==> src/rtl/cpu_nios_sysid_timeout_ctr.sv <==
// Waitrequest stall counter; expire flags the stall cycle that would reach TIMEOUT_CYCLES.
module cpu_nios_sysid_timeout_ctr #(
    parameter int unsigned TIMEOUT_CYCLES = 255
) (
    input  logic clock,
    input  logic reset,
    input  logic clear,
    input  logic count_en,
    output logic expire
);

    localparam int unsigned CW = $clog2(TIMEOUT_CYCLES + 1);

    logic [CW-1:0] count;

    assign expire = count_en && (count == CW'(TIMEOUT_CYCLES - 1));

    always_ff @(posedge clock or posedge reset) begin
        if (reset) begin
            count <= '0;
        end else if (clear) begin
            count <= '0;
        end else if (count_en && !expire) begin
            count <= count + 1'b1;
        end
    end

endmodule

==> config.mk <==
export PLATFORM = sky130hd
export DESIGN_NAME = cpu_nios_sysid_timeout_ctr
export DESIGN_NICKNAME = d
export VERILOG_FILES = /design/src/rtl/cpu_nios_sysid_timeout_ctr.sv
export SDC_FILE = /design/constraint.sdc
export NUM_CORES = 1
export LEC_CHECK = 0
export BUFFER_PORTS_ARGS = -buffer_cell sky130_fd_sc_hd__buf_4
export CAP_MARGIN = 20
export CORE_AREA = 2 2 39 41
export CTS_BUF_LIST = sky130_fd_sc_hd__clkbuf_8
export CTS_CLUSTER_SIZE = 28
export DETAILED_ROUTE_END_ITERATION = 10
export DIE_AREA = 0 0 41 43
export MAX_ROUTING_LAYER = met4
export PLACE_DENSITY = 0.57
export SETUP_SLACK_MARGIN = 0.02
export SLEW_MARGIN = 0
export SYNTH_ARGS = -nofsm -noshare
export SYNTH_HDL_FRONTEND = slang
export SYNTH_SLANG_ARGS = --single-unit
==> constraint.sdc <==
create_clock -name clock -period 2.16 [get_ports clock]
set_input_delay 0.108 -clock clock [delete_from_list [all_inputs] [get_ports clock]]
set_output_delay 0.108 -clock clock [all_outputs]
set_load 0.02 [all_outputs]
==> impl_results.md, run 1 <==
- Worst Skew: 0.00350 ns
- Input/output buffers: 4
- Root Driver: clkbuf_8
- Worst stage delay on the critical path: 0.40 ns
- Gpl congestion: 0.725
- Dominant cell type by area after synthesis: dfrtp_1
- Placeable Area: 0.00138 mm^2
- Dpl hpwl: 717 um
- Initial drt markers: 6
- Nature of the critical path startpoint: flop
- Comb pwr share: 8.3%
- Crit path cell chain: inv_1, ha_1, and4_2, and3_1, buf_4
- CTS sink count: 8
- Synth top cells by count: dfrtp_1 (8), a21oi_1 (5), a211oi_1 (4), and3_1 (4)
- Delay-heaviest family, CP: simple AND/OR/NAND/NOR gates
- DR WL/cell: 13.8 um
- Global-route usage over all layers: 15.0%
- Asr flop ratio synth: 100%
- Worst Path Required: 2.05 ns
- Routed Antenna Nets: 0
- GR Overflow Total: 0
- Placed Instance Area: 534 um^2
- Power, Total: 0.374 mW
- Main area contributors after synthesis: dfrtp_1 (40%), a211oi_1 (6.0%), mux2_4 (6.0%)
- Number of synthesized flops with an enable pin: 0
- RSZ-0062 raised after global routing: no
- DR DRC count: 0
- Synthesis-stage register bit count: 8
- Clk pin slew, worst setup/hold paths: 0.04 ns
- Relative slew slack: 77.1%
- Global-route wire length before repair: 1640 um
- Crit. End Element: primary output
- Tcrit/Tclk final: 78.0%
- Setup ws final: 0.475 ns
- Final setup viols: 0
- Most frequent cell after synthesis: dfrtp_1
- CTS tree: built
- Nets: 64
- Ys flop type: dfrtp_1
- Critical path data arrival time: 1.58 ns
- Postcts setup bufs: 0
- Outcome: complete, no violations
- CTS HTree Levels: 1
- Number of global-route vias before repair: 385
- Min-Delay Path Class: primary input to flop
- ANT cells: 0
- Count of pins over their slew limit: 0
- P_int: 0.291 mW
- Pre-CTS setup slack: 0.539 ns
- Syn avg cell area: 9.98 um^2
- Via Count: 402
- Top flop regs: count x8
- Psw: 0.0828 mW
- Power Dens Cells: 639 mW/mm^2
- Synthesis warning total: 0
- Syn Inst Count: 50
- Top-area cell type share of the netlist area: 40.1%
- Die Height: 43 um
- Switching Share: 22.1%
- Sequential area share after synthesis: 40.1%
- Synthesis-to-finish area growth: 17.3%
- Crit Path Category: flop to primary output
- Endpoints failing hold: 0
- Synth cell types: 21
- Max reg flops: 8
- Synthesized area: 499 um^2
- Ratio of cells with drive above 1 in the final layout: 21.4%
- Net count after synthesis: 56
- Initial core utilization: 36.1%
- Largest net degree at the start of global routing: 11
- Total negative setup slack: 0 ns
- Max-cap violations: 0
- Buf/Inv on CP: 2
- I/O pins: 5
- Row count: 14
- Biggest register: count
- CP max-delay cell: dfrtp_1
- Die area: 0.00176 mm^2
- Max Fclk: 594 MHz
- Clock tree buffer depth: 2
- Static leakage: 0.254 nW
- Routed Wire Length: 996 um
- Worst VDD drop: 0.227 mV
- Initial antenna violation count: 0
- Chip width: 41 um
- Fillers: 137
- Clock Power Share: 49.1%
- DR vias/cell: 5.58
- Clock latency on the worst-skew pair: 0.23 ns
- Flop pwr share: 42.5%
- Worst-path fanout max: 5
- Post-layout min period: 1.68 ns
- Final Cell Area: 586 um^2
- Cts bufs inserted: 3
- DR pass1 iterations: 4
- Slew @ Worst Pin: 0.344 ns
## power groups by stage
stage	Sequential, mW	Combinational (mW)	Clock [mW]
final	0.159	0.0311	0.184
after global routing	0.160	0.0353	0.197
after CTS	0.159	0.0316	0.189
after detailed placement	0.161	0.0302	0
after global placement	0.162	0.0302	0
after floorplan	0.160	0.0212	0
## metrics by stage
| stage | cells | utilization [%] | hold WS, ns |
|---|---|---|---|
| 2_1_floorplan | 50 | - | -0.0763 |
| 3_3_place_gp | 68 | 38.6 | 0.0836 |
| 3_5_place_dp | 68 | 38.6 | 0.0907 |
| 4_1_cts | 72 | 42.3 | 0.115 |
| 5_1_grt | 72 | 42.3 | 0.129 |
| 6_report | 72 | 42.3 | 0.117 |
## worst reg2reg max path, delay by kind of cell (launching register included)
kind / cells / cell delay (ns)
compound gates: 1 / 0.19
fa+ha+maj: 1 / 0.23
flops: 1 / 0.40
buf+inv: 1 / 0.08
simple gates: 1 / 0.29
mux: 1 / 0.31
## what timing repair did
action	CTS	global route
hold buffers	1	0
endpoints found under the hold margin	8	0
gates resized for setup	0	0
## area by class of cell
cell class | instances | area (um^2) | share of cell area (%)
multi-input combinational | 37 | 273 | 46.6
sequential | 8 | 200 | 34.2
clock buffer | 3 | 41.3 | 7.05
timing repair buffer | 5 | 40.0 | 6.84
tap | 16 | 20.0 | 3.42
inverter | 3 | 11.3 | 1.92
## cells by family after synthesis
kind of cell | count (synthesis) | synth area share [%]
and+or+nand+nor | 19 | 20.6
AOI/OAI and AO/OA | 14 | 23.1
DFF | 8 | 40.1
buffers and inverters | 5 | 5.26
muxes | 2 | 6.02
adders and majority gates | 2 | 5.01
## layer usage
metal,vias to the layer above,GRT usage (%),routed length (um),share of wire [%]
met2,9,18.8,461,46
met4,0,12.0,32,3.2
met1,187,19.1,467,47
met3,3,4.71,34,3.4
li1,203,-,-,-
met5,-,-,0,0
## worst paths after layout
check,end,from,slack (ns),cells after the start
worst max-delay path,expire,count[0],0.48,5
worst min-delay path,count[6],clear,0.12,2
worst max register to register,count[1],count[0],0.54,5
worst min register to register,count[7],count[7],0.54,1
max in group asynchronous,count[1],reset,1.53,3
min in group asynchronous,count[5],reset,0.38,3
## cells in the final DEF, fill, tap and decap left out
master	count
a211oi_1	4
a21boi_0	1
a21boi_4	1
a21oi_1	5
a311oi_1	2
a41oi_2	1
and3_1	4
and4_2	1
buf_4	4
clkbuf_8	3
dfrtp_1	8
dlygate4sd3_1	1
ha_1	2
inv_1	3
mux2_4	2
nand2_1	2
nand3_1	3
nand4_1	1
nor2_1	3
nor2b_1	1
nor3_1	3
nor4_1	1
Power figures use the tool's default switching activity.
==> run 2, diff against run 1 <==
--- a/config.mk
+++ b/config.mk
@@ -13,7 +13,7 @@
 export DETAILED_ROUTE_END_ITERATION = 10
 export DIE_AREA = 0 0 41 43
 export MAX_ROUTING_LAYER = met4
-export PLACE_DENSITY = 0.57
+export PLACE_DENSITY = 0.59
 export SETUP_SLACK_MARGIN = 0.02
 export SLEW_MARGIN = 0
 export SYNTH_ARGS = -nofsm -noshare
==> constraint.sdc (replaced) <==
create_clock -name clock -period 1.4 [get_ports clock]
set_input_delay 0.07 -clock clock [delete_from_list [all_inputs] [get_ports clock]]
set_output_delay 0.07 -clock clock [all_outputs]
set_load 0.02 [all_outputs]
==> run 2 against run 1 <==
Compared with the run above: total power grew 68%; clock skew is essentially flat; global-route usage grew 2.5 points; flip-flop and latch count is the same; clock-buffer cell count is the same; largest cell class unchanged; cell area grew 27%; routed wire length grew 39%; critical path type is now flop to flop; non-clock buffer count grew 14; first-iteration DRC count grew 50%; clock power grew 64%; the flow now finishes with violations (setup timing).
==> impl_results.md, run 2 (synthesis results as in run 1) <==
- CP max-delay cell: dfrtp_1
- Clock latency on the worst-skew pair: 0.24 ns (about the same)
- Outcome: finished with violations
- RSZ-0062 raised after global routing: yes
- Fillers: 122 (-11%)
- Delay-heaviest family, CP: flip-flops
- Crit path cell chain: inv_2, ha_2, and4_4, buf_4, a21boi_4, mux2_4
- Min-Delay Path Class: primary input to flop
- Input/output buffers: 4 (unchanged)
- Synthesis-to-finish area growth: 49.4%
- Largest net degree at the start of global routing: 11 (unchanged)
- Die area: 0.00176 mm^2 (unchanged)
- DR pass1 iterations: 4 (unchanged)
- CTS sink count: 8 (unchanged)
- DR WL/cell: 16.0 um (+16%)
- Max-cap violations: 0 (unchanged)
- Placeable Area: 0.00138 mm^2 (unchanged)
- Gpl congestion: 0.841 (+16%)
- Chip width: 41 um (unchanged)
- Global-route usage over all layers: 17.5% (+2.5 points)
- Slew @ Worst Pin: 0.344 ns (+0.000126 ns)
- Dpl hpwl: 794 um (+11%)
- Buf/Inv on CP: 2 (unchanged)
- Worst Path Required: 1.52 ns (-0.53 ns)
- Critical path data arrival time: 1.57 ns (about the same)
- Initial core utilization: 36.1% (unchanged)
- Ratio of cells with drive above 1 in the final layout: 48.6% (+27 points)
- Global-route wire length before repair: 1920 um (+17%)
- Nets: 78 (+22%)
- Routed Antenna Nets: 0 (unchanged)
- Routed Wire Length: 1380 um (+39%)
- Worst VDD drop: 0.598 mV (+160%)
- Endpoints failing hold: 0 (unchanged)
- Relative slew slack: 77.1% (about the same)
- Cts bufs inserted: 3 (unchanged)
- Crit. End Element: flop
- Worst Skew: 0.00373 ns (+0.000234 ns)
- Static leakage: 0.325 nW (+28%)
- CTS tree: built
- Number of global-route vias before repair: 433 (+12%)
- Clk pin slew, worst setup/hold paths: 0.05 ns (about the same)
- Final setup viols: 3 (+3)
- I/O pins: 5 (unchanged)
- Worst stage delay on the critical path: 0.35 ns (-0.05 ns)
- Power, Total: 0.630 mW (+68%)
- Setup ws final: -0.0445 ns (-0.520 ns)
- GR Overflow Total: 0 (unchanged)
- Max reg flops: 8 (unchanged)
- DR vias/cell: 5.41 (-3.2%)
- Violated checks: setup timing
- Biggest register: count
- Reg2Reg Launch Point: count[0]
- Min-delay src: clear
- Power Dens Cells: 844 mW/mm^2 (+32%)
- Pre-CTS setup slack: 0.0475 ns (-0.491 ns)
- Initial antenna violation count: 0 (unchanged)
- Worst-path fanout max: 3 (-2)
- CTS HTree Levels: 1 (unchanged)
- Post-layout min period: 1.44 ns
- Critical Path Start: count[0]
- Initial drt markers: 9 (+3)
- DR DRC count: 0 (unchanged)
- Top flop regs: count x8
- Total negative setup slack: -0.114 ns (-0.114 ns)
- Via Count: 465 (+16%)
- Count of pins over their slew limit: 0 (unchanged)
- Commonest non-fill, non-tap cell in the layout: buf_4
- Clock tree buffer depth: 2 (unchanged)
- Root Driver: clkbuf_8
- Most frequent cells in the layout: buf_4 (17), dfrtp_1 (8), a21oi_1 (5)
- Crit Path Category: flop to flop
- Tcrit/Tclk final: 103%
- Row count: 14 (unchanged)
- ANT cells: 0 (unchanged)
- Die Height: 43 um (unchanged)
- Nature of the critical path startpoint: flop
- Max Fclk: 692 MHz
[run 2: worst paths after layout]
path                            end  slack (ns)  depth (start not counted)
min                        count[7]        0.08                          2
max in group asynchronous  count[7]        0.80                          3
max reg2reg                count[0]       -0.04                          6
min in group asynchronous  count[0]        0.35                          3
min reg2reg                count[7]        0.57                          2
max                        count[0]       -0.04                          6
[run 2: through the flow]
stage | instances | instance area [um^2] | utilization (%) | hold WS, ns
6_report | 86 | 746 | 53.9 | 0.0766
3_5_place_dp | 77 | 606 | 43.8 | 0.0509
5_1_grt | 86 | 746 | 53.9 | 0.0923
2_1_floorplan | 50 | 503 | - | -0.114
4_1_cts | 84 | 688 | 49.7 | 0.0823
3_3_place_gp | 77 | 606 | 43.8 | 0.0499
[run 2: layer usage]
metal / track usage [%] / up-vias / wire length [um]
li1: - / 230 / -
met1: 22.3 / 222 / 609
met2: 23.1 / 9 / 693
met3: 4.71 / 4 / 39
met4: 12.0 / 0 / 38
met5: - / - / 0
[run 2: cell type report]
cell class	count	area [um^2]	area share [%]
inverters	3	11.3	1.51
well taps	16	20.0	2.68
repair buffers	19	149	20.0
multi-input cells	37	324	43.5
flip-flops and latches	8	200	26.8
clock buffers	3	41.3	5.54
[run 2: what timing repair did]
item	in CTS	in global routing
setup buffers	3	2
pin swaps	0	1
hold buffers	1	0
hold endpoints to repair	8	0
setup endpoints to repair	1	5
resized for setup	3	7
[run 2: power by group]
part / total (mW) / internal (mW) / switching [mW]
Combinational: 0.0873 / 0.0447 / 0.0426
Clock: 0.301 / 0.188 / 0.112
Sequential: 0.242 / 0.238 / 0.00392
Total: 0.630 / 0.471 / 0.159
[run 2: worst register-to-register path: cells and delay by family, from the launching register on]
kind	cells	cell delay (ns)
buffers and inverters	2	0.19
and+or+nand+nor	1	0.15
DFF	1	0.35
adders and majority gates	1	0.18
muxes	1	0.32
AOI/OAI and AO/OA	1	0.15
==> run 3, diff against run 2 <==
--- a/config.mk
+++ b/config.mk
@@ -7,13 +7,15 @@
 export LEC_CHECK = 0
 export BUFFER_PORTS_ARGS = -buffer_cell sky130_fd_sc_hd__buf_4
 export CAP_MARGIN = 20
-export CORE_AREA = 2 2 39 41
+export CELL_PAD_IN_SITES_DETAIL_PLACEMENT = 1
+export CELL_PAD_IN_SITES_GLOBAL_PLACEMENT = 2
+export CORE_MARGIN = 2
+export CORE_UTILIZATION = 33
 export CTS_BUF_LIST = sky130_fd_sc_hd__clkbuf_8
 export CTS_CLUSTER_SIZE = 28
 export DETAILED_ROUTE_END_ITERATION = 10
-export DIE_AREA = 0 0 41 43
 export MAX_ROUTING_LAYER = met4
-export PLACE_DENSITY = 0.59
+export PLACE_DENSITY = 0.75
 export SETUP_SLACK_MARGIN = 0.02
 export SLEW_MARGIN = 0
 export SYNTH_ARGS = -nofsm -noshare
==> run 3 against run 2 <==
Compared with the run above: first-iteration DRC count down 33%; non-clock buffer count shrank 3; combinational power shrank 6.1%; critical path depth down 1; sequential share of layout area rose by 0.93 points; sequential power barely moved; routed wire length is 7.0% lower; clock skew barely moved; cell area down 3.4%; maximum frequency up 2.3%; the flow still finishes with violations (setup timing); clock-buffer cell count unchanged.
==> impl_results.md, run 3 (synthesis results as in run 1) <==
- Outcome: finished with violations
- Violated checks: setup timing
- Worst Setup EP: expire
- Initial core utilization: 34.3% (-1.7 points)
- Worst-path fanout max: 3 (unchanged)
- Setup ws final: -0.0116 ns (+0.0328 ns)
- GR Overflow Total: 0 (unchanged)
- Die area: 0.00184 mm^2 (+4.4%)
- Max Fclk: 708 MHz (+2.3%)
- Global-route wire length before repair: 2300 um (+20%)
- Crit path cell chain: inv_2, ha_4, and4_4, and3_4, buf_6
- Multi-input logic area: 322 um^2 (-0.77%)
- CTS HTree Levels: 1 (unchanged)
- DR DRC count: 0 (unchanged)
- Slew @ Worst Pin: 0.324 ns (-0.0205 ns)
- RSZ-0062 raised after global routing: yes
- Power Dens Cells: 848 mW/mm^2 (+0.46%)
- Routed Antenna Nets: 0 (unchanged)
- Static leakage: 0.310 nW (-4.6%)
- Dpl hpwl: 886 um (+12%)
- Clk pin slew, worst setup/hold paths: 0.04 ns (about the same)
- Worst stage delay on the critical path: 0.38 ns (+0.03 ns)
- WHS: 0.0938 ns (+0.0172 ns)
- R2R Path End: count[6]
- Path depth of the worst reg2reg path: 5 (-1)
- Min-Delay Path Class: primary input to flop
- Reg-to-reg slack, setup: 0.05 ns (+0.09 ns)
- Reg2Reg Launch Point: count[0]
- Max-cap violations: 0 (unchanged)
- Nature of the critical path startpoint: flop
- Top flop regs: count x8
- Count of pins over their slew limit: 0 (unchanged)
- Most frequent cells in the layout: buf_4 (14), dfrtp_1 (8), a21oi_1 (5)
- Global-route usage over all layers: 18.4% (+0.86 points)
- Chip width: 42.9 um (+4.6%)
- Clock tree buffer depth: 2 (unchanged)
- DR WL/cell: 15.5 um (-3.6%)
- Die Height: 42.9 um (-0.24%)
- Relative slew slack: 78.4% (+1.3 points)
- Input/output buffers: 4 (unchanged)
- Initial drt markers: 6 (-3)
- Endpoints failing hold: 0 (unchanged)
- Worst hold path depth: 2 (unchanged)
- Row count: 14 (unchanged)
- CP max-delay cell: dfrtp_1
- Post-layout min period: 1.41 ns (-0.0328 ns)
- Root Driver: clkbuf_8
- Gpl congestion: 0.761 (-9.6%)
- Ratio of cells with drive above 1 in the final layout: 46.3% (-2.3 points)
- Worst VDD drop: 0.516 mV (-14%)
- Routed Wire Length: 1280 um (-7.0%)
- Final core utilization: 49.6% (-4.3 points)
- CTS tree: built
- Register Area: 200 um^2 (unchanged)
- CTS sink count: 8 (unchanged)
- Synthesis-to-finish area growth: 44.4%
- ANT cells: 0 (unchanged)
- Crit Path Category: flop to primary output
- Biggest register: count
- Tcrit/Tclk final: 101% (-2.3 points)
- Number of global-route vias before repair: 497 (+15%)
- Placeable Area: 0.00145 mm^2 (+5.1%)
- DR vias/cell: 5.64 (+4.3%)
- Total negative setup slack: -0.0116 ns (+0.103 ns)
- Cts bufs inserted: 3 (unchanged)
- Critical path data arrival time: 1.34 ns (-0.23 ns)
- Worst Skew: 0.00407 ns (+0.000342 ns)
- Max reg flops: 8 (unchanged)
- Clock latency on the worst-skew pair: 0.23 ns (about the same)
- Final setup viols: 1 (-2)
- Worst Path Required: 1.33 ns (-0.19 ns)
- I/O pins: 5 (unchanged)
- Initial antenna violation count: 0 (unchanged)
- Crit. End Element: primary output
- Critical Path Start: count[0]
- DR pass1 iterations: 3 (-1)
- Largest net degree at the start of global routing: 11 (unchanged)
- Nets: 75 (-3.8%)
- Commonest non-fill, non-tap cell in the layout: buf_4
- Fillers: 169 (+39%)
- Via Count: 468 (+0.65%)
==> run 3: per-stage QoR <==
stage                     power [mW]  instances  setup slack, ns  instance area [um^2]
after floorplan                0.280         50           0.0350                   503
after CTS                      0.617         83          -0.0135                   708
final                          0.611         83          -0.0116                   721
after detailed placement       0.309         76           0.0195                   598
after global placement         0.308         76           0.0596                   598
after global routing           0.639         83          -0.0731                   721
==> run 3: report_power, final <==
part / switching, mW / internal, mW
sequential: 0.00504 / 0.238
clock: 0.0993 / 0.187
combinational: 0.0384 / 0.0436
==> run 3: final cells by class <==
class,instances,area share [%]
clock buffer,3,5.73
inverter,3,1.56
multi-input combinational,37,44.6
sequential,8,27.8
tap,16,2.78
timing repair buffer,16,17.5
==> run 3: critical path: cells and delay by family (launching register included) <==
kind | cells | cell delay [ns]
AND/OR/NAND/NOR | 2 | 0.42
buffers and inverters | 2 | 0.19
flip-flops | 1 | 0.38
adder cells (fa/ha/maj) | 1 | 0.12
==> run 3: routing by layer <==
layer | wire, um | global-route usage, %
met1 | 539 | 19.9
met5 | 0 | -
met4 | 40 | 11.3
met2 | 667 | 28.5
met3 | 37 | 6.38
==> run 3: worst min-delay path by stage <==
stage	end	slack, ns	from
2_1_floorplan	count[0]	-0.11	reset
3_5_place_dp	count[6]	0.05	reset
4_1_cts	count[7]	0.09	clear
3_3_place_gp	count[6]	0.05	reset
6_report	count[7]	0.09	clear
5_1_grt	count[5]	0.11	clear
==> run 3: timing repair <==
item	CTS	global route
endpoints found under the setup margin	3	7
setup buffers	3	0
pin swaps	3	2
hold endpoints to repair	8	0
resized for setup	7	3
hold buffers	1	0
